--- src/rtl/tdm_receive_multi.sv ---
// TDM serial-audio receiver: SLOTS x SLOT_WIDTH-bit slots per frame, SAMPLE_WIDTH MSB-first bits each, frame-sync tracked.
// Optional frame-sync error reporting via macro TDM_RX_FRAME_CHECK_EN (otherwise frame_err_out stays 0).
module tdm_receive_multi #(
  parameter int SAMPLE_WIDTH = 24,
  parameter int SLOT_WIDTH   = 32,
  parameter int SLOTS        = 4,
  parameter int FRAME_DELAY  = 1,
  localparam int SLOT_BITS   = (SLOTS > 1) ? $clog2(SLOTS) : 1
) (
  input  logic                    sck,
  input  logic                    rst_n_in,
  input  logic                    ws,
  input  logic                    sd,
  output logic [SAMPLE_WIDTH-1:0] audio_out,
  output logic [SLOT_BITS-1:0]    slot_out,
  output logic                    audio_valid_out,
  output logic                    locked_out,
  output logic                    frame_err_out
);

  localparam int BIT_BITS = (SLOT_WIDTH > 1) ? $clog2(SLOT_WIDTH) : 1;
  localparam logic [BIT_BITS-1:0]  BIT_LAST  = BIT_BITS'(SLOT_WIDTH - 1);
  localparam logic [BIT_BITS-1:0]  SMP_LAST  = BIT_BITS'(SAMPLE_WIDTH - 1);
  localparam logic [BIT_BITS-1:0]  BIT_ONE   = BIT_BITS'(1);
  localparam logic [SLOT_BITS-1:0] SLOT_LAST = SLOT_BITS'(SLOTS - 1);
  localparam logic [SLOT_BITS-1:0] SLOT_ONE  = SLOT_BITS'(1);
`ifdef TDM_RX_FRAME_CHECK_EN
  localparam bit CHECK_EN = 1'b1;
`else
  localparam bit CHECK_EN = 1'b0;
`endif

  if (SAMPLE_WIDTH < 1 || SAMPLE_WIDTH > SLOT_WIDTH || SLOTS < 1 ||
      (FRAME_DELAY != 0 && FRAME_DELAY != 1)) begin : g_bad_params
    $error("tdm_receive_multi: illegal parameter combination");
  end

  typedef enum logic {IDLE, RUN} state_t;

  state_t                  state;
  logic                    ws_q;
  logic [BIT_BITS-1:0]     bit_cnt;
  logic [SLOT_BITS-1:0]    slot_cnt;
  logic [SAMPLE_WIDTH-1:0] shift;
  logic [SAMPLE_WIDTH-1:0] shift_nxt;
  logic                    rise;
  logic                    expect_edge;
  logic                    do_proc;
  logic                    clear;
  logic                    drop;
  logic                    err;
  logic [BIT_BITS-1:0]     proc_bit;
  logic [SLOT_BITS-1:0]    proc_slot;

  assign rise      = ws & ~ws_q;
  assign shift_nxt = (shift << 1) | SAMPLE_WIDTH'(sd);

  // With a one-cycle delay the frame boundary falls on the last bit of the last slot;
  // without it, on the edge that would sample bit 0 of the next frame (counters wrapped to 0).
  assign expect_edge = (state == RUN) &&
                       ((FRAME_DELAY == 1) ? (bit_cnt == BIT_LAST && slot_cnt == SLOT_LAST)
                                           : (bit_cnt == '0 && slot_cnt == '0));

  always_comb begin
    do_proc   = 1'b0;
    clear     = 1'b0;
    drop      = 1'b0;
    err       = 1'b0;
    proc_bit  = bit_cnt;
    proc_slot = slot_cnt;
    if (rise && (state == IDLE || !expect_edge)) begin
      // (Re)start: any partial slot is abandoned; without delay this edge carries slot-0 MSB.
      err   = CHECK_EN && (state == RUN);
      clear = 1'b1;
      if (FRAME_DELAY == 0) begin
        do_proc   = 1'b1;
        proc_bit  = '0;
        proc_slot = '0;
      end
    end else if (state == RUN) begin
      if (expect_edge && !rise) begin
        drop    = 1'b1;
        err     = CHECK_EN;
        do_proc = (FRAME_DELAY == 1);
      end else begin
        do_proc = 1'b1;
      end
    end
  end

  always_ff @(posedge sck or negedge rst_n_in) begin
    if (!rst_n_in) begin
      state           <= IDLE;
      ws_q            <= 1'b1;
      bit_cnt         <= '0;
      slot_cnt        <= '0;
      shift           <= '0;
      audio_out       <= '0;
      slot_out        <= '0;
      audio_valid_out <= 1'b0;
      locked_out      <= 1'b0;
      frame_err_out   <= 1'b0;
    end else begin
      ws_q            <= ws;
      frame_err_out   <= err;
      audio_valid_out <= 1'b0;
      if (drop) begin
        state      <= IDLE;
        locked_out <= 1'b0;
      end else if (clear) begin
        state      <= RUN;
        locked_out <= 1'b1;
      end
      if (do_proc) begin
        if (proc_bit <= SMP_LAST) begin
          shift <= shift_nxt;
        end
        if (proc_bit == SMP_LAST) begin
          audio_out       <= shift_nxt;
          slot_out        <= proc_slot;
          audio_valid_out <= 1'b1;
        end
        if (proc_bit == BIT_LAST) begin
          bit_cnt  <= '0;
          slot_cnt <= (proc_slot == SLOT_LAST) ? '0 : proc_slot + SLOT_ONE;
        end else begin
          bit_cnt  <= proc_bit + BIT_ONE;
          slot_cnt <= proc_slot;
        end
      end else if (clear) begin
        bit_cnt  <= '0;
        slot_cnt <= '0;
      end
    end
  end

endmodule

--- config.mk ---
export PLATFORM = sky130hd
export DESIGN_NAME = tdm_receive_multi
export DESIGN_NICKNAME = d
export VERILOG_FILES = /design/src/rtl/tdm_receive_multi.sv
export SDC_FILE = /design/constraint.sdc
export NUM_CORES = 1
export LEC_CHECK = 0
export CAP_MARGIN = 40
export CORE_MARGIN = 2
export CORE_UTILIZATION = 54
export DETAILED_ROUTE_END_ITERATION = 7
export PLACE_DENSITY = 0.78
export SYNTH_ARGS = -nofsm -noshare
export SYNTH_HDL_FRONTEND = slang
export SYNTH_SLANG_ARGS = --single-unit
--- constraint.sdc ---
create_clock -name sck -period 2.5 [get_ports sck]
set_input_delay 0.75 -clock sck [delete_from_list [all_inputs] [get_ports sck]]
set_output_delay 0.75 -clock sck [all_outputs]
set_load 0.005 [all_outputs]
==> metrics.md <==
| Metric | Value |
|---|---|
| Status | `complete, no violations` |
| Root Buffer Master | `clkbuf_8` |
| CTS resizes | `0` |
| Place WS | `0.0285 ns` |
| Hold Fails Final Rpt | `0` |
| # nets final | `205` |
| Max Root-Sink Buffers | `2` |
| Critical Path Fanout Max | `17` |
| Setup slack after layout | `0.237 ns` |
| Most frequent cell after synthesis | `dfrtp_1` |
| Ports | `33` |
| Global-route wire length before repair | `7220 um` |
| Die width | `72.1 um` |
| Worst path arrival time | `2.47 ns` |
| Slew Limit Fails | `0` |
| CTS tree | `yes` |
| Synth cell count leaders | `dfrtp_1 (58), mux2_4 (39), mux2_2 (10), nand2_1 (6), nor2_1 (5)` |
| Drt first pass iters | `4` |
| Clk sinks | `59` |
| Setup CP Type | `flop to flop` |
| RSZ-0062 raised after global routing | `false` |
| GRT Util Overall | `0.185` |
| Post-route DRC | `0` |
| Power Total | `2.64 mW` |
| Wirelength per Cell | `16.5 um` |
| Slowest stage delay, CP | `0.42 ns` |
| Post-synthesis sequential area ratio | `0.589` |
| Minimum clock period | `2.26 ns` |
| Setup_tns | `0 ns` |
| WP data required | `2.71 ns` |
| P&R area growth vs syn | `24.4%` |
| Synth Net Count | `161` |
| GP Congestion | `0.752` |
| Gr ovfl total | `0` |
| Tightest Pin Transition | `0.718 ns` |
| Synth Instances | `154` |
| Final Cell Area | `3120 um2` |
| Worst path slowest cell | `dfrtp_1` |
| Prevailing post-synth register cell | `dfrtp_1` |
| Dpl cells | `239` |
| Remaining antenna violation count | `0` |
| Die area | `5200 um2` |
| Reg2Reg Depth | `8` |
| Buffers and inverters on the worst path | `1` |
| H-tree levels | `3` |
| Top cell by count, worst path | `ha_1` |
| Yosys warnings | `0` |
| Placed cell area | `2900 um2` |
| Vias in the first global route | `1477` |
| Worst setup SP type | `flop` |
| Skew final | `0.00681 ns` |
| Skew-Pair Late Insertion Delay | `0.32 ns` |
| # rows | `24` |
| Crit. End Element | `flop` |
| Maximum VDD drop | `0.509 mV` |
| Leakage | `1.57 nW` |
| Share of layout cells above drive strength 1 | `0.381` |
| Distinct cells, synth | `27` |
| Top delay family on crit path | `compound AO/OA/AOI/OAI gates` |
| Number of max-cap violations | `0` |
| Fmax | `442 MHz` |
| Fin cells | `254` |
| Largest net degree at the start of global routing | `60` |
| Synth Register Bits | `59` |
| Initial DRC Count | `44` |
| Clk slew on worst S/H paths | `0.06 ns` |
| Crit-path cells | `ha_1, and3_1, ha_1, nand2_1, a21oi_4, o311a_4, buf_12, mux2_2` |
| Synth top area cells | `dfrtp_1 (58%), mux2_4 (23%), mux2_2 (4.5%), buf_6 (1.8%), ha_1 (1.5%)` |
| Post-CTS Setup Bufs | `0` |
| Starting Density | `0.568` |
| Avg Vias per Cell | `5.38` |
| HP Class | `flop to flop` |
| Initial antenna violation count | `0` |
| Post-Syn Area | `2510 um2` |
| Hpwl dp | `2840 um` |
| Ys async rst share | `1.00` |
| Inserted Clock Buffers | `9` |
| Die height | `72.1 um` |
| Ant diodes | `0` |
| Count of flip-flops with a built-in enable after synthesis | `0` |
| Setup violators final | `0` |
| Worst Hold Depth | `1` |
| Core area | `4410 um2` |
| Levels on crit path | `8` |
| PwrDens | `847 nW/um2` |
| IO buf count | `31` |
| Yosys top cell area share | `0.579` |
| Synthesized area per cell | `16.3 um2` |
| Cell taking the most area after synthesis | `dfrtp_1` |
| Post-CTS Hold Buffers | `0` |
| Tcrit/Tclk final | `0.905` |
| Via Count | `1367` |
| Slew HR | `0.521` |
| Final wirelength | `4200 um` |
==> worst register-to-register path, cell delays in order, from the launching register on <==
cell     delay (ns)
dfrtp_1        0.42
ha_1           0.20
and3_1         0.16
ha_1           0.25
nand2_1        0.14
a21oi_4        0.23
o311a_4        0.24
buf_12         0.17
mux2_2         0.34
==> metrics by stage <==
stage,hold slack [ns],utilization
final,0.508,0.706
after global routing,0.524,0.706
after CTS,0.508,0.706
after detailed placement,0.493,0.658
after global placement,0.489,0.658
after floorplan,0.454,-
==> metal layers <==
| metal | GRT usage | vias up | share of wire |
|---|---|---|---|
| li1 | - | 634 | - |
| met1 | 0.241 | 682 | 0.45 |
| met2 | 0.276 | 41 | 0.48 |
| met3 | 0.0500 | 10 | 0.051 |
| met4 | 0.117 | 0 | 0.024 |
| met5 | 0 | - | 0 |
==> sequential cells by signal (all words and copies together), names as in the netlist <==
| register | flops |
|---|---|
| slot_out | 2 |
| bit_cnt | 5 |
| shift | 23 |
| ws_q | 1 |
| proc_slot | 2 |
| audio_valid_out | 1 |
| audio_out | 24 |
| state | 1 |
==> kinds of logic after synthesis <==
group,count (synthesis),synth area share
flip-flops,59,0.589
multiplexers,49,0.278
AND/OR/NAND/NOR,21,0.0484
AO/OA/AOI/OAI,13,0.0419
buffers and inverters,8,0.0254
adder cells (fa/ha/maj),3,0.0150
other,1,0.00150
==> report_power, final <==
part | switching, mW | internal, mW | total, mW
Combinational | 0.117 | 0.289 | 0.407
Clock | 0.340 | 0.579 | 0.918
Sequential | 0.173 | 1.14 | 1.32
==> layout by cell type (no fill, tap or decap) <==
master            n
dfrtp_1          58
mux2_4           39
clkdlybuf4s50_1  30
mux2_2           10
clkbuf_8         10
nand2_1           6
nor2_1            5
buf_4             5
a21oi_1           4
inv_1             3
o21ai_0           3
ha_1              3
nand3_1           2
nand2b_1          2
bufinv_16         2
clkinv_2          2
buf_12            2
and3_1            1
and2b_4           1
a21oi_4           1
nand4_4           1
o311a_4           1
a32o_1            1
a31oi_1           1
o211ai_1          1
o41ai_1           1
nor3b_1           1
nand3b_1          1
nor3_1            1
conb_1            1
clkinvlp_4        1
buf_2             1
dfstp_2           1
==> final cells by class <==
| cell class | count | area (um2) |
|---|---|---|
| multi-input combinational | 87 | 966 |
| clock inverter | 5 | 77.6 |
| sequential | 59 | 1480 |
| clock buffer | 10 | 138 |
| inverter | 3 | 11.3 |
| tap | 52 | 65.1 |
| timing repair buffer | 38 | 383 |
| fill | 305 | 1300 |
==> path summary, 6_finish.rpt <==
kind,from,end,slack (ns)
max reg2reg,bit_cnt[0]$_DFFE_PN0P_,shift[0]$_DFFE_PN0P_,0.24
max in group asynchronous,rst_n_in,shift[18]$_DFFE_PN0P_,1.46
max,bit_cnt[0]$_DFFE_PN0P_,shift[0]$_DFFE_PN0P_,0.24
min in group asynchronous,rst_n_in,audio_out[2]$_DFFE_PN0P_,0.57
min,audio_out[13]$_DFFE_PN0P_,audio_out[13]$_DFFE_PN0P_,0.51
min reg2reg,audio_out[13]$_DFFE_PN0P_,audio_out[13]$_DFFE_PN0P_,0.51
Note: power is estimated with default switching activity, not from simulation.
